===== src/rtl/fifo_block_drain_ctrl.sv =====
// fifo_block_drain_ctrl: waits for a full block in the read-side FIFO, then drains it through a 2-entry prefetch buffer.
// Define FIFO_DRAIN_HDR_EN to prefix every block with a {4'hA, blk_seq} header word.
module fifo_block_drain_ctrl #(
    parameter int BLOCK_WORDS = 32,
    parameter int LEVEL_W     = 11
) (
    input  logic               clk,
    input  logic               rst_n,
    input  logic               en,
    input  logic               abort,
    input  logic [15:0]        fifo_dout,
    input  logic               fifo_empty,
    input  logic [LEVEL_W-1:0] fifo_rd_count,
    output logic               fifo_rd_en,
    output logic               pipe_ready,
    output logic [15:0]        pipe_data,
    output logic               pipe_valid,
    input  logic               pipe_read,
    output logic               blk_done,
    output logic               underrun,
    output logic [11:0]        blk_seq
);
    typedef enum logic [1:0] {IDLE, WAIT_LVL, XFER, DONE} state_t;
    localparam logic [LEVEL_W-1:0] FETCH_LEN = LEVEL_W'(BLOCK_WORDS);
`ifdef FIFO_DRAIN_HDR_EN
    localparam logic [LEVEL_W-1:0] BLK_LEN = LEVEL_W'(BLOCK_WORDS + 1);
    localparam logic               HDR_EN  = 1'b1;
`else
    localparam logic [LEVEL_W-1:0] BLK_LEN = LEVEL_W'(BLOCK_WORDS);
    localparam logic               HDR_EN  = 1'b0;
`endif
    state_t             state, state_nxt;
    logic               lvl_ok, in_flight, pop, load_hdr;
    logic [1:0]         occ, occ_nxt, kept;
    logic [15:0]        buf0, buf1, buf0_nxt, buf1_nxt;
    logic [LEVEL_W-1:0] fetched, delivered;
    always_comb begin
        state_nxt = state;
        unique case (state)
            IDLE:     state_nxt = en ? WAIT_LVL : IDLE;
            WAIT_LVL: state_nxt = !en ? IDLE : (lvl_ok ? XFER : WAIT_LVL);
            XFER:     state_nxt = (delivered == BLK_LEN) ? DONE : XFER;
            DONE:     state_nxt = WAIT_LVL;
        endcase
        if (abort) state_nxt = en ? WAIT_LVL : IDLE;
    end
    // A same-cycle pop frees a slot, so the fetch budget counts it to sustain 1 word/cycle.
    always_comb begin
        pop        = pipe_read && (occ != 2'd0);
        kept       = occ - {1'b0, pop};
        load_hdr   = HDR_EN && (state == WAIT_LVL) && (state_nxt == XFER);
        fifo_rd_en = (state == XFER) && !abort && (fetched < FETCH_LEN) && !fifo_empty
                     && (({1'b0, occ} + {2'b00, in_flight}) < (3'd2 + {2'b00, pop}));
        buf0_nxt   = (in_flight && kept == 2'd0) ? fifo_dout : ((pop && occ == 2'd2) ? buf1 : buf0);
        buf1_nxt   = (in_flight && kept != 2'd0) ? fifo_dout : buf1;
        occ_nxt    = kept + {1'b0, in_flight};
    end
    assign pipe_valid = occ != 2'd0;
    assign pipe_data  = buf0;
    assign pipe_ready = state == XFER;
    assign blk_done   = state == DONE;
    always_ff @(posedge clk or negedge rst_n) begin
        if (!rst_n) begin
            state     <= IDLE;
            lvl_ok    <= 1'b0;
            in_flight <= 1'b0;
            occ       <= 2'd0;
            buf0      <= 16'h0000;
            buf1      <= 16'h0000;
            fetched   <= '0;
            delivered <= '0;
            underrun  <= 1'b0;
            blk_seq   <= 12'd0;
        end else begin
            state    <= state_nxt;
            lvl_ok   <= fifo_rd_count >= FETCH_LEN;
            blk_seq  <= blk_seq + 12'(state == DONE);
            underrun <= !abort && (underrun || (pipe_read && occ == 2'd0));
            if (abort || state == DONE) begin
                in_flight <= 1'b0;
                occ       <= 2'd0;
                fetched   <= '0;
                delivered <= '0;
            end else if (load_hdr) begin
                buf0 <= {4'hA, blk_seq};
                occ  <= 2'd1;
            end else begin
                in_flight <= fifo_rd_en;
                occ       <= occ_nxt;
                buf0      <= buf0_nxt;
                buf1      <= buf1_nxt;
                fetched   <= fetched + LEVEL_W'(fifo_rd_en);
                delivered <= delivered + LEVEL_W'(pop);
            end
        end
    end
endmodule


===== config.mk =====
export PLATFORM = sky130hd
export DESIGN_NAME = fifo_block_drain_ctrl
export DESIGN_NICKNAME = d
export VERILOG_FILES = /design/src/rtl/fifo_block_drain_ctrl.sv
export SDC_FILE = /design/constraint.sdc
export NUM_CORES = 1
export LEC_CHECK = 0
export ABC_CLOCK_PERIOD_IN_PS = 3380
export CAP_MARGIN = 10
export CORE_MARGIN = 1
export CORE_UTILIZATION = 40
export DETAILED_ROUTE_END_ITERATION = 7
export PLACE_DENSITY = 0.62
export RECOVER_POWER = 25
export SLEW_MARGIN = 5
export SYNTH_ARGS = -nofsm -noshare
export SYNTH_HDL_FRONTEND = slang
export SYNTH_SLANG_ARGS = --single-unit

===== constraint.sdc =====
create_clock -name clk -period 3.38 [get_ports clk]
set_input_delay 1.014 -clock clk [delete_from_list [all_inputs] [get_ports clk]]
set_output_delay 1.014 -clock clk [all_outputs]
set_load 0.01 [all_outputs]

* Word level (Yosys, flattened, before mapping) *
Index checks and enable logic that the tools add are counted.

storage, ports and cells
  input port bits = 33
  output and inout bits = 33
  register bits = 73

operators by class
  mux-type cells = 12
  $lt $le $gt $ge = 3
  bitwise operators = 1
  eq/ne operators = 5
  $add $sub $neg = 7
  reduce and logical (&&, ||, !) cells = 22

operators by type and width
  cell                                                  number
  2-to-1 mux 16 bit                                     2
  adder 11 x 1 -> 11 bit                                2
  2-to-1 mux 11 bit                                     2
  adder 12 x 1 -> 12 bit                                1
  equality test 11 x 6 -> 1 bit, second input constant  1
  >= comparator 11 x 6 -> 1 bit, second input constant  1
  < comparator 11 x 6 -> 1 bit, second input constant   1
  logical AND 1 bit                                     10
  2-to-1 mux 2 bit                                      4
  case mux 2 bit (4 select lines)                       1
  equality test 2 bit, second input constant            3
  zero test 2 bit                                       3
  nonzero test 2 bit                                    3
  AND reduction 2 bit                                   2
  adder 2 x 1 -> 3 bit                                  1
  adder 2 x 1 -> 3 bit, first input constant            1
  < comparator 3 bit                                    1
  2-to-1 mux 1 bit                                      3
  adder 2 x 1 -> 2 bit                                  1
  equality test 2 x 1 -> 1 bit, second input constant   1
  zero test 1 bit                                       2
  logical OR 1 bit                                      2
  subtractor 2 x 1 -> 2 bit                             1
  inverter 1 bit                                        1

* Depth between registers and ports, before layout *
Gate-level depths: netlist of run 1.

  depth in word-level cells = 7
  gate-level depth with buffers = 10

* Least setup slack after synthesis of run 1 *
No wires, ideal clock.

  kind = input -> register
  start = input port pipe_read
  end = register buf0[10], in the netlist pipe_data[10]
  data required time = 3.255 ns
  path slack = 0.551 ns
  buffers on the path = 1
  arrival = 2.704 ns
  stages on the path = 7
  cell sequence = and2_1 ha_1 nand2_1 or2_4 a221oi_4 buf_8 mux2_4

between the ends
  word-level cells in the longest chain between the ends = 6
  elaborated cells on any way between the ends = 8
  those cells by class = add/sub: 1; mux: 1; reduce/logical: 6

ends and longest elaborated chain
  item                                  RTL line  RTL
  start, declared                       18        input logic pipe_read,
  logical AND 1 bit (*)                 49        pop = pipe_read && (occ != 2'd0);
  subtractor 2 x 1 -> 2 bit             50        kept = occ - {1'b0, pop};
  zero test 2 bit                       54        buf0_nxt = (in_flight && kept == 2'd0) ? fifo_dout : ((pop && occ == 2'd2) ? buf1 : buf0);
  logical AND 1 bit                     54
  nonzero test 2 bit (no source line)   --
  AND reduction 2 bit (no source line)  --
  end signal, assigned                  85        buf0 <= {4'hA, blk_seq};
  end signal, assigned                  90        buf0 <= buf0_nxt;
  end, declared                         35        logic [15:0] buf0, buf1, buf0_nxt, buf1_nxt;

Mark *: on every way between the ends. The rest lies on a longest branch, timed or not.
A chain may end at the register's enable or synchronous reset.

* Final worst setup path of run 1 *
  start = input port abort
  end = output port fifo_rd_en

between the ends
  word-level cells in the longest chain between the ends = 5

ends and longest elaborated chain
  item                            RTL line  RTL
  start, declared                 10        input logic abort,
  zero test 1 bit                 52        fifo_rd_en = (state == XFER) && !abort && (fetched < FETCH_LEN) && !fifo_empty
  logical AND 1 bit (3 in a row)  52
  logical AND 1 bit               53        && (({1'b0, occ} + {2'b00, in_flight}) < (3'd2 + {2'b00, pop}));
  end, declared                   14        output logic fifo_rd_en,

No other way between the ends.

==> results of run 1 <==
-- area by class of cell --
| cell class | instances | area, um2 | share of cell area |
|---|---|---|---|
| clock buffer | 9 | 123.9 | 0.02805 |
| clock inverter | 7 | 77.57 | 0.01756 |
| inverter | 4 | 15.01 | 0.003399 |
| multi-input combinational | 179 | 1516 | 0.3433 |
| sequential | 73 | 1827 | 0.4136 |
| tap | 105 | 131.4 | 0.02975 |
| timing repair buffer | 72 | 725.7 | 0.1643 |
-- power breakdown --
part	internal (mW)	switching, mW
registers	0.961	0.0586
logic	0.251	0.158
clock network	0.347	0.348
-- repair_timing --
action	CTS	global route
setup endpoints to repair	1	1
pin swaps	0	1
gates resized for setup	2	3
-- synthesized netlist by cell type, drive strengths merged --
cell type | n | share of area
dfrtp | 73 | 0.54
mux2 | 48 | 0.17
nor2 | 23 | 0.026
xor2 | 20 | 0.054
nand4 | 11 | 0.020
ha | 10 | 0.037
nand3 | 10 | 0.015
xnor2 | 10 | 0.026
and2 | 7 | 0.013
and3 | 7 | 0.013
nand2 | 6 | 0.0067
a21oi | 5 | 0.0074
buf | 4 | 0.010
inv | 4 | 0.0044
and4 | 3 | 0.0078
nor4 | 3 | 0.0056
or2 | 3 | 0.0063
a31oi | 2 | 0.0037
clkbuf | 2 | 0.0022
nand2b | 2 | 0.0037
nor3 | 2 | 0.0030
nor4b | 2 | 0.0052
o21ai | 2 | 0.0030
a221oi | 1 | 0.0078
nand4b | 1 | 0.0026
o211ai | 1 | 0.0037
-- cell families (layout without fill, tap and decap cells) --
kind of cell,after synthesis,after routing,share of synthesized area
AO/OA/AOI/OAI,11,11,0.02556
XOR/XNOR,30,30,0.08003
adder cells (fa/ha/maj),10,10,0.03705
buffers and inverters,10,92,0.01704
flip-flops,73,73,0.5409
multiplexers,48,48,0.1712
AND/OR/NAND/NOR,80,80,0.1282
-- worst max-delay path: stages --
cell and delay [ns]:
clkdlybuf4s50_1 0.43, nor3_1 0.26, nand3_2 0.12, a21oi_2 0.14, dlygate4sd2_1 0.29
-- cells in the final DEF, fill, tap and decap left out, types with 7 or more instances in the layout --
master           count
ha_1                10
mux2_2              36
and3_1               7
dfrtp_1             73
clkbuf_8             9
clkdlybuf4s50_1     58
xnor2_1             10
nor2_1              22
xor2_1              19
mux2_4              10
buf_4                8
nand4_1             11
nand3_1              9
-- layer usage --
layer,vias to the layer above,global-route usage,wire (um)
met5,-,0,0
met4,0,0.06154,63
met3,5,0.04369,388
met2,66,0.2184,2766
met1,1113,0.2405,3234
li1,1077,-,-
-- stage by stage --
| stage | area (um2) | power [mW] | TNS, ns |
|---|---|---|---|
| 3_3_place_gp | 4202 | 1.444 | -0.2973 |
| 6_report | 4417 | 2.124 | 0 |
| 3_5_place_dp | 4202 | 1.452 | -0.5074 |
| 5_1_grt | 4417 | 2.243 | -0.01632 |
| 2_1_floorplan | 3377 | 1.230 | 0 |
| 4_1_cts | 4408 | 2.156 | 0 |
-- flip-flops by register name, summed over array words and instances (netlist names) --
register / cells
in_flight: 1
occ: 2
blk_seq: 12
pipe_data: 16
fetched: 11
state: 2
lvl_ok: 1
underrun: 1
delivered: 11
buf1: 16
-- worst max path at each step --
stage,start,endpoint,slack (ns),cells after the start
after detailed placement,fifo_empty,fifo_rd_en,-0.33,5
after floorplan,pipe_read,pipe_data[10],0.55,7
after global routing,abort,fifo_rd_en,-0.02,5
after global placement,fifo_empty,fifo_rd_en,-0.29,5
after CTS,fifo_empty,fifo_rd_en,0.02,5
final,abort,fifo_rd_en,0.11,5
==> metrics, run 1 <==
status finished with violations; failing checks max-capacitance violations, max-slew violations; FF-to-FF End pipe_data[4]; Critical R2R Launch occ[1]; vias in the first global route about 2,100; hold path depth 1; initial antenna violation count 0; maxcap violations 1; wirelength, routed 6452 um; CTS root buffer clkbuf_8; Detailed Route Iter0 Violations 89; Placer Congestion around 0.8; WL per Instance 14.37 um; syn_area_per_cell 12.89 um2; CTS tree done; Via density 5.036; All-Layer GR Usage 0.1608; Final setup viols 0; Worst Skew 0.008068 ns; remaining antenna violation count after routing 0; Hold Crit Class reg2reg; Synth Instances 262; P_leak 2.091 nW; fin crit share 0.9664; PD cells 480.9 nW/um2; largest net degree at the start of global routing 37; total number of vias 2,261; relative slew slack -0.02071; P&R area growth vs syn 30.79%; Worst R2R Path Depth 9; CTS Buffer Depth 2; dpl ws -0.3349 ns; max-slew violation count 37; Initial Util 0.4131; Seq/Total Area, Yosys 0.5409; Placeable Area 8175 um2; Worst Path Required ~2.4 ns; Clock Latency Late Sink approximately 0.35 ns; synth unique cells 35; Startpoint Class input port; syn nets around 310; Peak VDD IR 330.2 uV; Final WS setup 0.1135 ns; io pins 66; Final min period 3.266 ns; DR DRC count 0; Setup CP Type in2out; FF+latch count, synth 73; R2R Setup Slk 0.65 ns; GR Overflow Total 0; fill count 742; worst hold start blk_seq[11]; critical path arrival 2.25 ns; Final Hold Violating Endpoints 0; Final nets 382; hold_buf cts 0; worst-path fanout max 2; row count 33; maximum clock rate 0.3061 GHz; Worst setup EP type output pin; IO Port Bufs 60; Ys Warns 0; DIE AREA 8813 um2; hold_ws approximately 0.48 ns; Die X roughly 94 um; ant diodes 0; CTS clk-pin slew, worst paths 0.08 ns; first-pass GRT wire length between 10,000 and 15,000 um; CTS Buf Count 9; die height roughly 94 um; placed cell count 433; DP HPWL about 4400 um; H-Tree Level Count 3; post-layout instance count excluding filler cells approximately 450; worst slew pin tran 1.531 ns; CTS Sinks 73; 1st-pass router iterations 4; Post-CTS Setup Bufs 0; Post-Syn Area 3377 um2; fin util 0.5403; Hold EP blk_seq[11]; share of layout cells above drive strength 1 0.2384
Power figures use the tool's default switching activity.
==> run 2, diff against run 1 <==
==> constraint.sdc (replaced) <==
create_clock -name clk -period 3.38 [get_ports clk]
set_input_delay 0.338 -clock clk [delete_from_list [all_inputs] [get_ports clk]]
set_output_delay 0.338 -clock clk [all_outputs]
set_load 0.01 [all_outputs]
==> run 2 against run 1 <==
The flow now finishes without violations; critical path depth rose by 3; utilization fell by 1.1 points; clock skew rose by 0.0023 ns; global-route usage rose by 0.55 points; worst setup slack improved by 0.51 ns; total power rose by 2.1%; die area did not move; cell area fell by 2.0%; wire length fell by 0.67%; hold slack got worse by 0.0028 ns; via count fell by 1.5%; first-iteration DRC count rose by 9.0%; critical endpoint is now pipe_data[2]; largest cell class unchanged; largest power group unchanged; highest routed layer unchanged.
==> metrics, run 2 (synthesized netlist as in run 1, its figures left out) <==
status finished clean; io pins 66; grt met1 use 0.2330; worst-path fanout max 16; final instance area 4329 um2; ant diodes 0; PD cells between 500 and 600 nW/um2; CTS Buf Count 9; Setup Total Neg Slack 0 ns; Worst Skew 0.01036 ns; share of layout cells above drive strength 1 0.2130; total number of vias about 2,200; most frequent cells in the layout dfrtp_1 (73), clkdlybuf4s50_1 (58), mux2_2 (36); Hold Crit Class reg2reg; gr busiest metal met2; GR Overflow Total 0; Placeable Area 8175 um2; Worst Path Required 3.60 ns; total power 2.169 mW; largest net degree at the start of global routing 32; DP Area 4106 um2; Final setup viols 0; remaining antenna violation count after routing 0; critical path arrival 2.98 ns; Die X 93.88 um; row count 33; maximum clock rate about 0.36 GHz; R2R Setup Slk about 0.63 ns; CTS root buffer clkbuf_8; placed cell count roughly 430; Final Hold Violating Endpoints 0; first-pass GRT wire length 11,140 um; IO Port Bufs 60; CTS Sinks 73; post-layout instance count excluding filler cells 443; Clock Latency Late Sink between 0.3 and 0.4 ns; Peak VDD IR 287.3 uV; DIE AREA 8813 um2; CTS Buffer Depth 2; H-Tree Level Count 3; initial antenna violation count 0; Detailed Route Iter0 Violations 97; Post-CTS Setup Bufs 0; met3 Track Usage GR 0.03722; WL per Instance 14.47 um; CTS tree done; GR Util met2 0.2457; die height 93.88 um; P&R area growth vs syn 28.20%; max-slew violation count 0; Worst setup EP type flip-flop; All-Layer GR Usage 0.1663; P_leak ~2.0 nW; worst slew pin tran roughly 1.2 ns; relative slew slack 0.1915; dpl ws between 0.6 and 0.7 ns; fin util 0.5295; wirelength, routed 6409 um; maxcap violations 0; 1st-pass router iterations 4; hold_ws 0.4765 ns; DR DRC count 0; Initial Util 0.4131; most common cell after layout, fill and taps aside dfrtp_1; Final min period 2.754 ns; CTS clk-pin slew, worst paths 0.08 ns; fill count 724; Startpoint Class flip-flop; vias in the first global route 2,298; DP HPWL ~4300 um; fin crit share 0.8148; Final WS setup 0.6261 ns; Placer Congestion roughly 0.72; Setup CP Type reg2reg; Via density 5.025; Final nets 377; RSZ-0062 raised after global routing no
## run 2: cell types whose count changed in the layout (fill, tap and decap cells not counted), sizes merged, moves of 2 or more
cell         previous run  this run
buf                    11         5
clkbuf                 10        12
clkinv                  3         1
dlygate4sd3             0         2
inv                     6         4
## run 2: critical path, stage by stage (launching register included)
cell      delay, ns
dfrtp_1        0.44
or2_2          0.33
and2_1         0.20
ha_1           0.33
nand2_1        0.09
or2_4          0.25
a221oi_4       0.28
buf_4          0.34
mux2_2         0.37
## run 2: power breakdown
part	leakage, nW	switching [mW]	total, mW	internal [mW]
clock	0.104	0.322	0.752	0.430
combinational	0.929	0.156	0.397	0.242
sequential	1.00	0.0582	1.02	0.962
## run 2: path summary, 6_finish.rpt
path	from	endpoint	cells after the start
worst min register to register	blk_seq[11]	blk_seq[11]	1
worst min-delay path	blk_seq[11]	blk_seq[11]	1
min in group asynchronous	rst_n	fetched[6]	2
max in group asynchronous	rst_n	buf1[5]	3
worst max register to register	occ[1]	pipe_data[2]	8
worst max-delay path	occ[1]	pipe_data[2]	8
## run 2: routing by layer
metal / vias up / wire [um]
li1: 1066 / -
met1: 1086 / 3294
met2: 63 / 2739
met3: 11 / 263
met4: 0 / 111
met5: - / 0
## run 2: area by class of cell
class                   instances  area [um2]  share of cell area
well taps                     105       131.4             0.03035
repair buffers                 67       645.6              0.1491
multi-input cells             179        1493              0.3448
flip-flops and latches         73        1827              0.4220
inverters                       4       15.01            0.003468
clock inverters                 5       80.08             0.01850
clock buffers                  10       137.6             0.03179
## run 2: what timing repair did
item / CTS / global route
gates resized for setup: 0 / 0
endpoints found under the hold margin: 19 / 0
hold buffers: 1 / 0
